--- src/rtl/dcache.sv ---
// Direct-mapped write-through, no-write-allocate data cache for the riscv MEM stage.
// Define DCACHE_STATS_EN to add the hit_cnt/miss_cnt statistics outputs.
module dcache #(
  parameter int LINES       = 4,
  parameter int MEM_LAT_MAX = 0
) (
  input  logic         clk,
  input  logic         reset,
  input  logic         rd,
  input  logic         wr,
  input  logic         byte_st,
  input  logic [31:0]  addr,
  input  logic [31:0]  wdata,
  output logic [31:0]  rdata,
  output logic         dhit,
  output logic         mem_req,
  output logic         mem_we,
  output logic         mem_byte,
  output logic [31:0]  mem_addr,
  output logic [31:0]  mem_wdata,
  input  logic         mem_ack,
  input  logic [127:0] mem_rdata
`ifdef DCACHE_STATS_EN
  ,
  output logic [31:0]  hit_cnt,
  output logic [31:0]  miss_cnt
`endif
);

  localparam int IW = $clog2(LINES);
  localparam int TW = 28 - IW;

  typedef enum logic [1:0] {
    S_IDLE,
    S_FILL,
    S_WRITE
  } state_e;

  if (LINES < 2 || MEM_LAT_MAX < 0) begin : g_bad_cfg
  end

  state_e          state_q;
  logic            mem_req_q;
  logic            mem_we_q;
  logic            mem_byte_q;
  logic [LINES-1:0] valid_q;
  logic [TW-1:0]   tag_q  [LINES];
  logic [31:0]     data_q [LINES][4];

  logic [IW-1:0]   idx;
  logic [TW-1:0]   tag;
  logic [1:0]      word;
  logic            hit;
  logic            fill_ack;
  logic            wr_ack;

  assign idx      = addr[4 +: IW];
  assign tag      = addr[31 -: TW];
  assign word     = addr[3:2];
  assign hit      = valid_q[idx] && (tag_q[idx] == tag);
  assign fill_ack = (state_q == S_FILL) && mem_ack;
  assign wr_ack   = (state_q == S_WRITE) && mem_ack;

  always_ff @(posedge clk or negedge reset) begin
    if (!reset) begin
      state_q    <= S_IDLE;
      mem_req_q  <= 1'b0;
      mem_we_q   <= 1'b0;
      mem_byte_q <= 1'b0;
    end else begin
      unique case (state_q)
        S_IDLE: begin
          if (wr) begin
            state_q    <= S_WRITE;
            mem_req_q  <= 1'b1;
            mem_we_q   <= 1'b1;
            mem_byte_q <= byte_st;
          end else if (rd && !hit) begin
            state_q   <= S_FILL;
            mem_req_q <= 1'b1;
            mem_we_q  <= 1'b0;
          end
        end
        S_FILL: begin
          if (mem_ack) begin
            state_q   <= S_IDLE;
            mem_req_q <= 1'b0;
          end
        end
        S_WRITE: begin
          if (mem_ack) begin
            state_q    <= S_IDLE;
            mem_req_q  <= 1'b0;
            mem_we_q   <= 1'b0;
            mem_byte_q <= 1'b0;
          end
        end
        default: begin
          state_q    <= S_IDLE;
          mem_req_q  <= 1'b0;
          mem_we_q   <= 1'b0;
          mem_byte_q <= 1'b0;
        end
      endcase
    end
  end

  always_ff @(posedge clk or negedge reset) begin
    if (!reset) begin
      valid_q <= '0;
    end else if (fill_ack) begin
      valid_q[idx] <= 1'b1;
    end
  end

  // Tag and data arrays carry no reset; valid_q alone qualifies them.
  always_ff @(posedge clk) begin
    if (fill_ack) begin
      tag_q[idx]     <= tag;
      data_q[idx][0] <= mem_rdata[31:0];
      data_q[idx][1] <= mem_rdata[63:32];
      data_q[idx][2] <= mem_rdata[95:64];
      data_q[idx][3] <= mem_rdata[127:96];
    end else if (wr_ack && hit) begin
      if (byte_st) begin
        data_q[idx][word][{addr[1:0], 3'b000} +: 8] <= wdata[7:0];
      end else begin
        data_q[idx][word] <= wdata;
      end
    end
  end

  always_comb begin
    dhit  = 1'b1;
    rdata = '0;
    unique case (state_q)
      S_IDLE: begin
        if (wr) begin
          dhit = 1'b0;
        end else if (rd) begin
          dhit = hit;
          if (hit) begin
            rdata = data_q[idx][word];
          end
        end
      end
      S_FILL:  dhit = 1'b0;
      S_WRITE: dhit = mem_ack;
      default: dhit = 1'b0;
    endcase
  end

  assign mem_req   = mem_req_q;
  assign mem_we    = mem_we_q;
  assign mem_byte  = mem_byte_q;
  assign mem_addr  = mem_we_q ? addr : {addr[31:4], 4'b0000};
  assign mem_wdata = wdata;

`ifdef DCACHE_STATS_EN
  logic        fill_done_q;
  logic [31:0] hit_cnt_q;
  logic [31:0] miss_cnt_q;

  // The hit that completes a fill belongs to that miss, not to hit_cnt.
  always_ff @(posedge clk or negedge reset) begin
    if (!reset) begin
      fill_done_q <= 1'b0;
      hit_cnt_q   <= '0;
      miss_cnt_q  <= '0;
    end else begin
      fill_done_q <= fill_ack;
      if (state_q == S_IDLE && rd && !wr && hit && !fill_done_q) begin
        hit_cnt_q <= hit_cnt_q + 32'd1;
      end
      if (state_q == S_IDLE && rd && !wr && !hit) begin
        miss_cnt_q <= miss_cnt_q + 32'd1;
      end
    end
  end

  assign hit_cnt  = hit_cnt_q;
  assign miss_cnt = miss_cnt_q;
`endif

endmodule

--- config.mk ---
export PLATFORM = sky130hd
export DESIGN_NAME = dcache
export DESIGN_NICKNAME = d
export VERILOG_FILES = /design/src/rtl/dcache.sv
export SDC_FILE = /design/constraint.sdc
export NUM_CORES = 1
export LEC_CHECK = 0
export ABC_CLOCK_PERIOD_IN_PS = 5600
export CORE_MARGIN = 2
export CORE_UTILIZATION = 59
export CTS_BUF_LIST = sky130_fd_sc_hd__clkbuf_8
export DETAILED_ROUTE_END_ITERATION = 10
export MAX_ROUTING_LAYER = met4
export PLACE_DENSITY_LB_ADDON = 0.3
export SETUP_SLACK_MARGIN = 0.05
export SLEW_MARGIN = 10
export SYNTH_ARGS = -nofsm -noshare
export SYNTH_HDL_FRONTEND = slang
export SYNTH_SLANG_ARGS = --single-unit
--- constraint.sdc ---
create_clock -name clk -period 5.6 [get_ports clk]
set_input_delay 1.12 -clock clk [delete_from_list [all_inputs] [get_ports clk]]
set_output_delay 1.12 -clock clk [all_outputs]
set_load 0.005 [all_outputs]
# Yosys cells after proc, flatten, opt, wreduce, memory -nomap -nowiden
# Memory sizes are Yosys's and may differ from the RTL's.
# Index checks and enable logic that the tools add are counted.
# op_classes
order_cmp	4
multipliers	0
shift	2
n_reduce_logical	13
eq_ne	7
muxes	298
bitwise	259
div	0
n_addsub	1
# op_table
operator	n
$mux W1	274
$mux W128	2
$mux W32	8
$or A1 B1 Y1	256
$demux W32 S2	2
$bmux W32 S2	1
$shift A8 B7 Y32 const A	1
$shiftx A8 B7 Y32	1
$eq A26 B26 Y1	1
$logic_and A1 B1 Y1	7
$neg A5 Y7	1
$mux W2	3
$pmux W1 S3	2
$reduce_and A3 Y1	2
$mux W4	1
$ne A2 B2 Y1 const B	2
$or A4 B4 Y4	1
$pmux W1 S2	2
$pmux W2 S2	1
$ge A3 B3 Y1 const B	1
$lt A2 B3 Y1 const B	1
$lt A3 B1 Y1 const B	1
$ne A3 B3 Y1 const B	1
$not A2 Y3	1
other kinds (11)	11
# word_totals
inputBits	198
register_bits	9
ram_bits	616
memories	2
romBits	0
output_inout_bits	100
latch_bits	0
# memory_table
name	words	width	read_ports	rd_clocked_by_memory_dff	wr	line_no	text
data_q	4	128	1	0	1	48	logic [31:0] data_q [LINES][4];
tag_q	4	26	1	0	1	47	logic [TW-1:0] tag_q [LINES];

# Longest topological paths before layout
# Gate-level depths: netlist of the first run.
# logic_depth
depth_word	9
mapped_depth	15
depth_no_buf	9

# Least setup slack after synthesis of the first run
# OpenSTA, ideal clock, no wires.
# synth_path
kind	input -> output
startpoint	in addr[4]
endpoint	out rdata[10]
t_arrival_ns	4.014
stages	11
slack_ns	0.466
path_cell_list	buf_6 > mux4_2 > o2bb2ai_1 > a221o_1 > a2111o_1 > buf_2 > or4_1 > buf_4 > or4_4 > buf_2 > nor2b_1
# synth_via
elab_chain_cells	8
word_cells_on_any_way	13
# synth_lines
item	line_no	text
start: declaration	12	input logic [31:0] addr,
$mem_v2 Z4 W128	-	
$bmux W32 S2	143	rdata = data_q[idx][word];
$mux W32 (not written as such) (2 in series)	143	
$mux W32 (*)	142	if (hit) begin
$mux W32 (*)	140	end else if (rd) begin
$mux W32 (*)	138	if (wr) begin
$mux W32 (*)	136	unique case (state_q)
end: declaration	14	output logic [31:0] rdata,
# Every way passes the cells marked *; elsewhere a longest branch is shown, timed or not. The select of a mux whose other input is x is not followed.

# Final worst setup path of the first run
# layout_path
startpoint	in addr[4]
endpoint	out rdata[12]
# The elaborated chain is that of the path after synthesis.

==> flow_results.org, run 1 <==
** Floorplanning
- Once the floorplan was initialized, standard cells occupied a little under 60% of the core.
- FP Rows :: 80
- The die covers 0.04962 mm².
- Number of primary I/O pins :: approximately 300
- The floorplan step set the die height to 222.8 µm.
- Die width :: approximately 220 µm
- Core area :: about 0.047 mm²

** Synthesis
- Each instance of the synthesized netlist takes up on average approximately 16 µm².
- After synthesis, the share of flip-flops with an asynchronous set or reset is 1.440%.
- Counting flops with a built-in enable in the synthesized netlist gives 616.
- Syn Nets :: about 1900
- The most used flip-flop cell after synthesis is sky130_fd_sc_hd__edfxtp_1.
- Summing every instance area after synthesis gives ~0.028 mm².
- Summing the sequential cell areas from Yosys gives between 60% and 70% of the chip area.
- Post-Synthesis Cells :: 1712
- The number of different library cells used by synthesis comes to 64.
- The Yosys step of the flow raised 0 warnings.
- In this run, synthesis produced a sequential element count of approximately 630.

** CTS
- For this design, the sink count on the clock tree is ~630.
- Clock tree root driver cell :: sky130_fd_sc_hd__clkbuf_8
- For the worst-skew pair, the clock arrives at the later sink with an insertion delay of 0.68 ns.
- The longest clock path from root to sink contains 3 buffers.
- Clock slew at reported path FFs :: about 0.060 ns
- TritonCTS built the clock tree.
- CTS Hold Bufs :: 0
- The clock tree synthesis step divided the H-tree into 3 levels.
- Number of buffers created by CTS :: 94

** Worst setup path
- In this run the worst path has a maximum fanout of 24.
- End of the worst register-to-register path :: data_q[1][40]$_DFFE_PP_
- Worst EP required :: ~4.5 ns
- The setup path with the least slack is of type in2out.
- Length in cells of the worst reg-to-reg path :: 11
- Crit path arrival time :: 4.44 ns
- R2r startpoint :: tag_q[3][19]$_DFFE_PP_
- The worst setup path is captured at an output pin.
- Setup crit start kind :: input port
- Reg-to-reg slack, setup :: 1.45 ns

** Power
- Dividing total power by cell area gives a power density of between 200 and 300 mW/mm².
- Overall power consumption :: around 10000 µW
- VDD sags by at most 0.0002229 V.
- Summed over all cells, the static leakage comes to around 0.012 µW.

** GRT
- The number of global-route vias before repair is between 15000 and 20000.
- For this run the aggregate overflow at the end of global routing stands at 0.
- The number of antenna violations at the first check in global routing is 7.
- Global routing used between 30% and 40% of the available tracks across all layers.
- Largest net degree at the start of global routing :: roughly 110
- Global-route wire length before repair :: roughly 110000 µm

** Final layout
- Cell Count, Final, Fillers Out :: 2771
- Fraction of layout cells with a size suffix above 1 :: 22.24%
- Area overhead of the layout relative to synthesis :: 20.50%
- Leading cell type in the layout, fill and taps excluded :: sky130_fd_sc_hd__edfxtp_1
- The net count of the finished layout is 2279.
- In the layout the commonest cells are sky130_fd_sc_hd__edfxtp_1, sky130_fd_sc_hd__clkdlybuf4s50_1, sky130_fd_sc_hd__mux4_2.

** Hold path
- In this run the most critical hold path is launched from valid_q[3]$_DFFE_PN0P_.
- Endpoint, Worst Hold :: valid_q[3]$_DFFE_PN0P_
- Tightest Hold Check Type :: reg2reg
- Along the worst hold path, the cell count comes to 1.

** Placement
- HPWL after detailed placement :: approximately 54000 µm
- Once placement completed, the tool counted placed cells totaling ~2600.
- Prior to clock tree synthesis, the placed netlist has a worst setup slack of -0.07138 ns.
- Count of input and output buffers :: approximately 300
- Global placer's final weighted congestion :: 0.9630

** STA
- Once routing completed, OpenROAD measured the worst setup slack at between 0.03 and 0.04 ns.
- For the pin with the worst max-slew slack, the measured transition is approximately 1.0 ns.
- Highest clock rate :: approximately 180 MHz
- Clock tree skew after final layout :: 0.03840 ns
- Post-Route Hold Slack :: approximately 0.47 ns
- The max-slew violation count came to 0.
- Subtracting the final worst setup slack from the clock period gives roughly 5.6 ns.
- In this run the tightest slew margin relative to its limit is around 34%.
- For the final routed database, the setup TNS stands at 0 ns.
- After layout, the worst path uses roughly 100% of the clock period.
- RSZ-0062 raised after global routing :: true
- Setup violations remaining at the end of the flow were counted as 0.
- Hold violation count in the final report :: 0

** Route
- Iteration-0 DRC count of the detailed router :: about 2300
- Overall via count from detail_route :: 18100
- Dividing the detail-routed via count by the number of cells gives 6.530.
- Antenna-violating nets left :: 0
- First-pass DRT Iterations :: 6
- In the final routed layout, each cell accounts on average for 27.74 µm.
- Wires add up to about 77000 µm.
- DRC violations left :: 0

** Run status
- The run finished with clean final reports.

** Job
- Max-capacitance violation count :: 0
==> timing repair <==
action,4_1_cts,5_1_grt
pin swaps,1,0
setup endpoints to repair,32,32
setup buffers,0,1
resized for setup,5,23
==> critical path, cell delays in order <==
cell and delay, ns:
sky130_fd_sc_hd__buf_8 0.12, sky130_fd_sc_hd__mux4_2 0.49, sky130_fd_sc_hd__o2bb2ai_1 0.13, sky130_fd_sc_hd__a221o_1 0.28
sky130_fd_sc_hd__a2111o_1 0.38, sky130_fd_sc_hd__or4_4 0.51, sky130_fd_sc_hd__or4_4 0.54, sky130_fd_sc_hd__buf_12 0.21
sky130_fd_sc_hd__nor2b_1 0.14, sky130_fd_sc_hd__clkdlybuf4s50_1 0.52
==> through the flow <==
step	instance area, µm²	util (%)
6_report	34020	71.71
3_3_place_gp	32180	67.82
2_1_floorplan	28240	-
3_5_place_dp	32180	67.82
4_1_cts	33940	71.53
5_1_grt	34020	71.71
==> area by class of cell <==
cell class	instances	area (µm²)
flip-flops and latches	625	18720
fillers	3048	13420
clock buffers	98	1349
inverters	53	198.9
multi-input cells	855	8376
diodes	7	17.52
repair buffers	444	4199
well taps	615	769.5
clock inverters	74	391.6
==> worst max-delay path by stage <==
stage               startpoint        end  slack, ns  cells past startpoint
floorplan              addr[4]  rdata[10]       0.47                     11
global placement       addr[4]  rdata[13]      0.005                     10
detailed placement     addr[4]  rdata[12]      -0.07                     10
CTS                    addr[4]  rdata[12]       0.04                     10
global route           addr[4]   rdata[7]      -0.07                     10
finish                 addr[4]  rdata[12]       0.04                     10
==> cells in the mapped netlist (9+ instances only) <==
library cell,number,area share [%]
sky130_fd_sc_hd__a21oi_1,77,1.4
sky130_fd_sc_hd__a22oi_1,18,0.48
sky130_fd_sc_hd__a31oi_1,10,0.22
sky130_fd_sc_hd__and2_1,13,0.29
sky130_fd_sc_hd__buf_1,18,0.24
sky130_fd_sc_hd__buf_2,15,0.27
sky130_fd_sc_hd__buf_4,62,1.6
sky130_fd_sc_hd__clkbuf_1,78,1.0
sky130_fd_sc_hd__dfrtp_1,9,0.80
sky130_fd_sc_hd__edfxtp_1,616,66
sky130_fd_sc_hd__inv_1,52,0.69
sky130_fd_sc_hd__mux2i_1,35,1.2
sky130_fd_sc_hd__mux4_2,171,14
sky130_fd_sc_hd__nand2_1,86,1.1
sky130_fd_sc_hd__nand2b_1,14,0.31
sky130_fd_sc_hd__nand3_1,25,0.44
sky130_fd_sc_hd__nand4_1,9,0.20
sky130_fd_sc_hd__nor2_1,18,0.24
sky130_fd_sc_hd__nor2b_1,45,1.0
sky130_fd_sc_hd__nor3_1,28,0.50
sky130_fd_sc_hd__o2111ai_1,24,0.74
sky130_fd_sc_hd__o21ai_0,45,0.80
sky130_fd_sc_hd__o22ai_1,40,0.89
sky130_fd_sc_hd__o2bb2ai_1,35,1.1
sky130_fd_sc_hd__o41ai_1,45,1.4
sky130_fd_sc_hd__or2_2,14,0.31
sky130_fd_sc_hd__xnor2_1,10,0.31
==> report_power, final <==
part	switching [µW]	leakage [µW]	internal, µW
clock	1720	0.000981	1760
sequential	65.4	0.00566	5360
combinational	683	0.00494	584
==> routing by layer <==
layer / global-route usage [%] / wire [µm] / up-vias
li1: - / - / 7689
met5: - / 0 / -
met3: 8.741 / 9160 / 210
met2: 50.38 / 37370 / 1252
met1: 40.41 / 27060 / 8945
met4: 14.18 / 3278 / 0
==> kinds of logic after synthesis <==
group | synth area share (%)
buf+inv | 4.134
xor+xnor | 0.5583
fa+ha+maj | 0.3545
flops | 66.31
simple gates | 5.362
compound gates | 8.123
mux | 15.16
==> sequential cells by signal (all words and copies together) (netlist names) <==
register / flops
mem_req: 1
tag_q: 104
state_q: 2
mem_byte: 1
valid_q: 4
data_q: 512
mem_we: 1
Power figures use the tool's default switching activity.
==> run 2, diff against run 1 <==
--- a/config.mk
+++ b/config.mk
@@ -13,6 +13,7 @@
 export MAX_ROUTING_LAYER = met4
 export PLACE_DENSITY_LB_ADDON = 0.3
 export SETUP_SLACK_MARGIN = 0.05
+export SKIP_CTS_REPAIR_TIMING = 1
 export SLEW_MARGIN = 10
 export SYNTH_ARGS = -nofsm -noshare
 export SYNTH_HDL_FRONTEND = slang
==> run 2 against run 1 <==
Effect of this change: utilization about the same; total power about the same; final area about the same; sequential power about the same; highest routed layer unchanged; register-to-register slack about the same; hold slack better by 0.0025 ns; largest power group unchanged; clock-buffer cell count unchanged.
==> flow_results.org, run 2 (same netlist as run 1, synthesis figures left out) <==
** Power
- The static power due to leakage is 0.01162 µW (+0.36%).
- The cell area power density was 298.7 mW/mm² (about the same).
- The highest ir drop seen on vdd came to 0.0002227 V (-0.11%).

** GRT
- The global-route wire length before repair is 114100 µm (about the same).
- The sum of overflow across all layers after global routing was 0 (unchanged).
- The number of antenna violations at the first check in global routing came to 7 (unchanged).
- Total Routing Usage GR :: 32.37% (about the same)
- The number of global-route vias before repair came to 18450 (+0.15%).
- The pin count of the biggest net entering global routing is 111 (unchanged).

** STA
- The slew at the pin closest to its max-slew limit was 1.009 ns (+0.01270 ns).
- Final cycle utilization of the critical path :: 99.55% (+0.19 points)
- Number of failing setup endpoints in the final timing report :: 0 (unchanged)
- The peak clock frequency supported by timing came to 179.4 MHz (-0.19%).
- Hold violation count in the final report :: 0 (unchanged)
- The clock skew was 0.03629 ns (-0.002106 ns).
- Setup WS post-layout :: 0.02542 ns (-0.01060 ns)
- Max-Slew Margin vs Limit :: 32.76% (-0.85 points)
- TNS Setup :: 0 ns (unchanged)
- The max-slew violation count is 0 (unchanged).
- The time the final worst path needs with I/O delays and setup came to 5.575 ns (+0.01060 ns).
- Setup repair after global routing could not meet its margin everywhere.

** Route
- The final routed wire length divided by cell count was 27.75 µm (about the same).
- Vias per cell :: 6.547 (+0.25%)
- The sum of routed wire length over all layers is 76900 µm (about the same).
- Antenna-violating nets left :: 0 (unchanged)
- DRC violations left :: 0 (unchanged)
- The number of vias in the routed layout is 18140 (+0.25%).
- The DRC marker count from the first detailed-route iteration came to 2416 (+5.5%).
- The number of optimization iterations in the first detailed-route pass is 6 (unchanged).

** Worst setup path
- The startpoint identified for the worst register-to-register timing path is tag_q[3][19]$_DFFE_PP_.
- Worst EP required :: 4.48 ns (about the same)
- Crit-path slowest cell :: sky130_fd_sc_hd__or4_4
- The kind of cell with the highest combined delay along the critical path is simple AND/OR/NAND/NOR gates.
- Cell mode on critical path :: sky130_fd_sc_hd__or4_4
- Largest fanout on the critical path :: 24 (unchanged)
- In this run the critical register-to-register path is captured at data_q[2][45]$_DFFE_PP_.
- Element type at the critical path end :: output pin
- Crit path arrival time :: 4.45 ns (about the same)
- Reg-to-reg slack, setup :: 1.46 ns (about the same)
- Cell Chain, Critical Path :: buf_8, buf_4, mux4_2, xnor2_1, nand4b_1, or4_4, or4_4, buf_12, nor2b_1, clkdlybuf4s50_1
- The largest incremental delay on the critical path is 0.60 ns (+0.06 ns).
- The length in cells of the worst reg-to-reg path was 11 (unchanged).
- The worst setup path is of the in2out kind.
- The sum of buffers and inverters on the critical path came to 4 (+1).
- Setup crit start kind :: input port

** Final layout
- Commonest cells after routing, fill and taps aside :: sky130_fd_sc_hd__edfxtp_1, sky130_fd_sc_hd__clkdlybuf4s50_1, sky130_fd_sc_hd__mux4_2
- Top flop regs :: data_q: 512 flops, tag_q: 104 flops, valid_q: 4 flops
- More flip-flops sit in one register than any other, and that register is data_q.
- Max FFs per register :: 512 (unchanged)
- The share of cells above drive strength 1 is 22.29% (+0.047 points).
- Area overhead of the layout relative to synthesis :: 20.53% (about the same)
- The number of nets in the layout is 2279 (unchanged).
- Leading cell type in the layout, fill and taps excluded :: sky130_fd_sc_hd__edfxtp_1

** Floorplanning
- The chip width was 222.8 µm (unchanged).
- The initial cell density of the core came to 59.51% (unchanged).
- Floorplan die height :: 222.8 µm (unchanged)
- Number of primary I/O pins :: 298 (unchanged)
- Core area :: 0.04745 mm² (unchanged)
- The full die area was 0.04962 mm² (unchanged).
- FP Rows :: 80 (unchanged)

** Run status
- The run finished with clean final reports.

** Placement
- The setup slack after placement is -0.07138 ns (unchanged).
- The number of port buffers was 297 (unchanged).
- Global placer's final weighted congestion :: 0.9630 (unchanged)
- HPWL after detailed placement :: 54490 µm (unchanged)

** CTS
- The tree is rooted in a sky130_fd_sc_hd__clkbuf_8.
- The number of sinks on the clock net is 625 (unchanged).
- The clock-pin slew on the worst setup and hold paths came to 0.06 ns (about the same).
- Clock insertion delay at the later pin of the skew report :: 0.69 ns (about the same)
- Number of buffers created by CTS :: 94 (unchanged)
- H-tree level count :: 3 (unchanged)
- Buffer levels on the longest clock path :: 3 (unchanged)
- TritonCTS clock tree :: built

** Hold path
- Number of cells on the worst hold path :: 1 (unchanged)
- Tightest Hold Check Type :: reg2reg
- In this run the most critical hold path is launched from valid_q[3]$_DFFE_PN0P_.
- Endpoint, Worst Hold :: valid_q[3]$_DFFE_PN0P_

** Job
- The number of maximum-capacitance constraint violations came to 0 (unchanged).
-- run 2: changes by cell type in the layout (fill, tap and decap cells not counted) --
cell,delta
sky130_fd_sc_hd__clkdlybuf4s50_1,-2
sky130_fd_sc_hd__dlymetal6s2s_1,+2
sky130_fd_sc_hd__buf_4,+1
sky130_fd_sc_hd__buf_6,-1
sky130_fd_sc_hd__xnor2_1,-1
sky130_fd_sc_hd__xnor2_2,+1
-- run 2: cell type report --
cell class,instances,area [µm²]
inverters,53,198.9
well taps,615,769.5
clock buffers,98,1349
fillers,3046,13410
diodes,7,17.52
clock inverters,74,391.6
repair buffers,444,4200
multi-input cells,855,8383
flip-flops and latches,625,18720
-- run 2: how the worst max path moves through the flow --
stage | cells past startpoint | to | start
after floorplan | 11 | rdata[10] | addr[4]
after global placement | 10 | rdata[13] | addr[4]
after detailed placement | 10 | rdata[12] | addr[4]
after CTS | 12 | rdata[12] | addr[4]
after global routing | 10 | rdata[7] | addr[4]
final | 10 | rdata[12] | addr[4]
-- run 2: stage by stage --
| stage | hold WS (ns) | cells | total power, µW | utilization [%] | area (µm²) |
|---|---|---|---|---|---|
| after CTS | 0.4687 | 2763 | 10190 | 71.49 | 33920 |
| after floorplan | 0.4289 | 1712 | 6179 | - | 28240 |
| after global placement | 0.4495 | 2591 | 6720 | 67.82 | 32180 |
| after global routing | 0.4857 | 2771 | 10490 | 71.73 | 34030 |
| final | 0.4731 | 2771 | 10170 | 71.73 | 34030 |
| after detailed placement | 0.4507 | 2591 | 6759 | 67.82 | 32180 |
-- run 2: routing by layer --
metal / global-route usage (%) / vias up / share of wire (%)
met3: 8.807 / 195 / 12
met5: - / - / 0
met2: 50.31 / 1249 / 49
li1: - / 7688 / -
met4: 14.27 / 0 / 4.2
met1: 40.33 / 9009 / 35
-- run 2: where the power goes --
group          total (µW)  switching [µW]  leakage [µW]  internal, µW
clock network        3480            1710      0.000981          1760
registers            5420            65.8       0.00566          5360
logic                1270             683       0.00498           585
==> patch 1 (settings of run 2) <==
The parameter `LINES` goes from 4 to 2.
--- a/src/rtl/dcache.sv
+++ b/src/rtl/dcache.sv
@@ -2,5 +2,5 @@
 // Define DCACHE_STATS_EN to add the hit_cnt/miss_cnt statistics outputs.
 module dcache #(
-  parameter int LINES       = 4,
+  parameter int LINES       = 2,
   parameter int MEM_LAT_MAX = 0
 ) (
Function: not settled (the Yosys comparison gave no result); the edit may change what the design does.
==> patch 1 against run 2 <==
Area after synthesis is 43% lower. Clock power shrank 47%. Worst setup slack better by 0.19 ns. Wire length fell by 43%. Cell area decreased by 41%. Sequential cell count shrank 308. Largest power group unchanged. Total power down 44%. First-iteration DRC count down 57%. Highest routed layer unchanged.
==> patch 1: results (changes against run 2) <==
* Status: finished, final reports clean
* H-tree Lvls at 2 (-1)
* Hold path startpoint: valid_q[1]
* Cell Count, Final, Fillers Out at 1834 (-34%)
* Worst Skew at 0.0193 ns (-0.0170 ns)
* TritonCTS Buffers at 49 (-48%)
* Yosys warns at 0 (unchanged)
* Starting DRT DRC Count at 1035 (-57%)
* Global placer's final weighted congestion at 0.870 (-9.6%)
* Synth cell types at 44 (-31%)
* Arrival @ worst endpoint at 4.26 ns (-0.19 ns)
* Total GRT Usage at 31.2% (-1.2 points)
* Share of layout cells above drive strength 1 at 13.7% (-8.5 points)
* Reg-to-Reg End: data_q[0][124]
* M1 WL at 16300 um (-39%)
* Relative slew slack at 22.0% (-11 points)
* EDFF count, synth at 310 (-50%)
* Path depth of the worst reg2reg path at 7 (-4)
* Placed insts at 1742 (-33%)
* Largest net degree at the start of global routing at 49 (-56%)
* Max VDD drop at 0.000342 V (+54%)
* Initial antenna violation count at 2 (-5)
* Worst reg2reg path startpoint: tag_q[1][26]
* Crit-path slowest cell: clkdlybuf4s50_1
* Number of fill cells at 1699 (-44%)
* Seq/Total Area, Yosys at 58.5% (-7.8 points)
* Synth cell count leaders: edfxtp_1 (310), mux2i_1 (154), nor2_1 (136)
* DR WL met3 at 4360 um (-54%)
* Hold path depth at 1 (unchanged)
* First-pass GRT wire length at 64900 um (-43%)
* Largest registers: data_q (256), tag_q (54)
* CP max stage delay at 0.55 ns (-0.05 ns)
* End of the worst hold path: valid_q[1]
* Setup slack, reg-to-reg at 1.98 ns (+0.52 ns)
* First drt pass iteration count at 6 (unchanged)
* Syn nets at 1388 (-28%)
* Leak at 7.05 nW (-39%)
* Metal2 WL at 21700 um (-42%)
* Final WL at 43600 um (-43%)
* Largest fanout on the critical path at 32 (+33%)
* Clk Latency, worst-skew pair at 0.57 ns (-0.12 ns)
* Post-synthesis async set-or-reset flop share at 2.21% (+0.77 points)
* Detailed Place HPWL at 30700 um (-44%)
* Vias per inst at 6.13 (-6.3%)
* Syn Inst Count at 1182 (-31%)
* Area contributors post-synth: edfxtp_1 (57%), mux2i_1 (9.5%), mux4_2 (8.9%)
* Vias in the first global route at 11.4k (-38%)
* Bufs on Longest Clock Path at 3 (unchanged)
==> patch 1: cell types whose count changed in the layout (fill, tap and decap cells not counted), moves of 35 or more <==
| cell | run 2 | this run |
|---|---|---|
| o21ai_0 | 45 | 1 |
| nand2_1 | 86 | 14 |
| nor2_1 | 18 | 136 |
| clkbuf_8 | 98 | 52 |
| a21oi_1 | 77 | 114 |
| o41ai_1 | 45 | 0 |
| buf_4 | 140 | 46 |
| edfxtp_1 | 616 | 310 |
| mux2i_1 | 34 | 154 |
| o2bb2ai_1 | 35 | 0 |
| nor2b_1 | 44 | 5 |
| mux4_2 | 171 | 64 |
==> patch 1: routing by layer <==
layer / GRT usage, % / vias up
li1: - / 5011
met1: 39.4 / 5464
met2: 51.0 / 678
met3: 6.09 / 95
met4: 11.0 / 0
met5: - / -
==> patch 1: how the worst max path moves through the flow <==
stage                     end  slack (ns)
floorplan           rdata[10]        1.39
global placement    rdata[31]        0.39
detailed placement  rdata[31]        0.31
CTS                 rdata[31]        0.27
global route        rdata[30]         0.1
finish              rdata[31]        0.22
==> patch 1: report_power, final <==
part           total (W)  internal (W)  switching (W)
clock network    0.00184      0.000956       0.000886
logic           0.000960      0.000459       0.000501
registers        0.00291       0.00285      0.0000615
==> patch 1: stage by stage <==
| step | instance area, um^2 | worst slack, ns | total power [W] | hold WS [ns] |
|---|---|---|---|---|
| global route | 20200 | 0.0990 | 0.00591 | 0.507 |
| floorplan | 16200 | 1.39 | 0.00345 | 0.431 |
| detailed placement | 19300 | 0.313 | 0.00391 | 0.472 |
| CTS | 20200 | 0.270 | 0.00573 | 0.489 |
| global placement | 19300 | 0.391 | 0.00388 | 0.451 |
| finish | 20200 | 0.218 | 0.00571 | 0.492 |
==> patch 1: cell families (layout without fill, tap and decap cells) <==
group	after synthesis	in the layout	share of synthesized area, %
compound gates	179	179	6.24
xor+xnor	28	28	1.51
other cells	0	2	0
buf+inv	174	483	5.63
flops	317	317	58.5
mux	218	218	18.4
fa+ha+maj	8	8	0.617
simple gates	258	258	9.12
==> patch 1: area by class of cell <==
cell class,instances,area share [%]
multi-input combinational,691,28.9
clock inverter,38,1.10
tap,341,2.11
clock buffer,52,3.54
inverter,49,0.911
antenna,2,0.0248
timing repair buffer,344,16.5
sequential,317,47.0
==> patch 1: worst register-to-register path, delay by kind of cell, from the launching register on <==
kind	cells	cell delay, ns
AOI/OAI and AO/OA	1	0.78
xor gates and xnor gates	1	0.15
and+or+nand+nor	4	1.78
DFF	1	0.36
muxes	1	0.17
==> patch 2 (flow settings as in run 2) <==
Without the edit above. Add a define of `DCACHE_STATS_EN`.
--- a/src/rtl/dcache.sv
+++ b/src/rtl/dcache.sv
@@ -1,4 +1,6 @@
 // Direct-mapped write-through, no-write-allocate data cache for the riscv MEM stage.
 // Define DCACHE_STATS_EN to add the hit_cnt/miss_cnt statistics outputs.
+`define DCACHE_STATS_EN
+
 module dcache #(
   parameter int LINES       = 4,
New outputs: hit_cnt and miss_cnt. Function: not settled (the Yosys comparison gave no result); the edit may change what the design does.
==> patch 2 against run 2 <==
Area after synthesis rose by 7.6%. Wire length rose by 5.4%. Worst setup slack improved by 0.32 ns. Core utilization rose by 0.27 points. Cell area up 8.1%. Sequential cell count rose by 65. Total power increased by 12%. Sequential share of layout area rose by 0.30 points. Largest cell class unchanged. Highest routed layer unchanged.
==> patch 2: results (changes against run 2) <==
* Post-synthesis async set-or-reset flop share at 10.7% (+9.3 points)
* Status: finished, final reports clean
* Non-clock buffers, area share at 11.8% (-0.56 points)
* Synth cell count leaders: edfxtp_1 (616), mux4_2 (175), a21oi_1 (95)
* Multi-input logic cell count at 970 (+13%)
* DR vias at 19.1k (+5.4%)
* Metal2 WL at 38900 um (+4.2%)
* Met3 usage at 7.32% (-1.5 points)
* First-pass GRT wire length at 119000 um (+4.5%)
* Largest registers: data_q (512), tag_q (104)
* Total GRT Usage at 31.5% (-0.87 points)
* Hold path startpoint: valid_q[0]
* Number of fill cells at 3210 (+5.4%)
* Fin Hold WS at 0.468 ns (-0.00556 ns)
* Area contributors post-synth: edfxtp_1 (61%), mux4_2 (13%), dfrtp_1 (6.1%)
* Final net count at 2454 (+7.7%)
* Sequential cell area share at 55.3% (+0.30 points)
* TritonCTS Buffers at 110 (+17%)
* Share of layout cells above drive strength 1 at 19.0% (-3.3 points)
* Largest fanout on the critical path at 44 (+83%)
* Syn Inst Count at 1853 (+8.2%)
* Seq/Total Area, Yosys at 67.0% (+0.65 points)
* Starting DRT DRC Count at 2298 (-4.9%)
* Crit-path slowest cell: mux4_2
* Worst-Margin Slew at 1.12 ns (+0.108 ns)
* Switching Share at 24.0% (-0.28 points)
* CP max stage delay at 0.57 ns (-0.03 ns)
* Invs w/o clock at 23 (-57%)
* M1 WL at 29700 um (+11%)
## patch 2: cell types whose count changed in the layout (fill, tap and decap cells not counted), sizes merged, moves of 39 or more
cell,run 2,this run
buf,151,95
nor2,18,68
o41ai,45,0
o22ai,40,1
xor2,8,62
dfrtp,9,74
clkdlybuf4s50,270,356
## patch 2: per-stage QoR
step	setup WS, ns	total power, W
2_1_floorplan	1.07	0.00670
4_1_cts	0.327	0.0114
6_report	0.342	0.0114
3_5_place_dp	0.334	0.00731
3_3_place_gp	0.355	0.00727
5_1_grt	0.103	0.0117
## patch 2: cells by family after synthesis
family	after synthesis	synth area share, %
adders and majority gates	10	0.412
and+or+nand+nor	396	6.99
muxes	203	13.9
xor gates and xnor gates	81	2.33
AOI/OAI and AO/OA	280	5.98
buffers and inverters	193	3.41
DFF	690	67.0
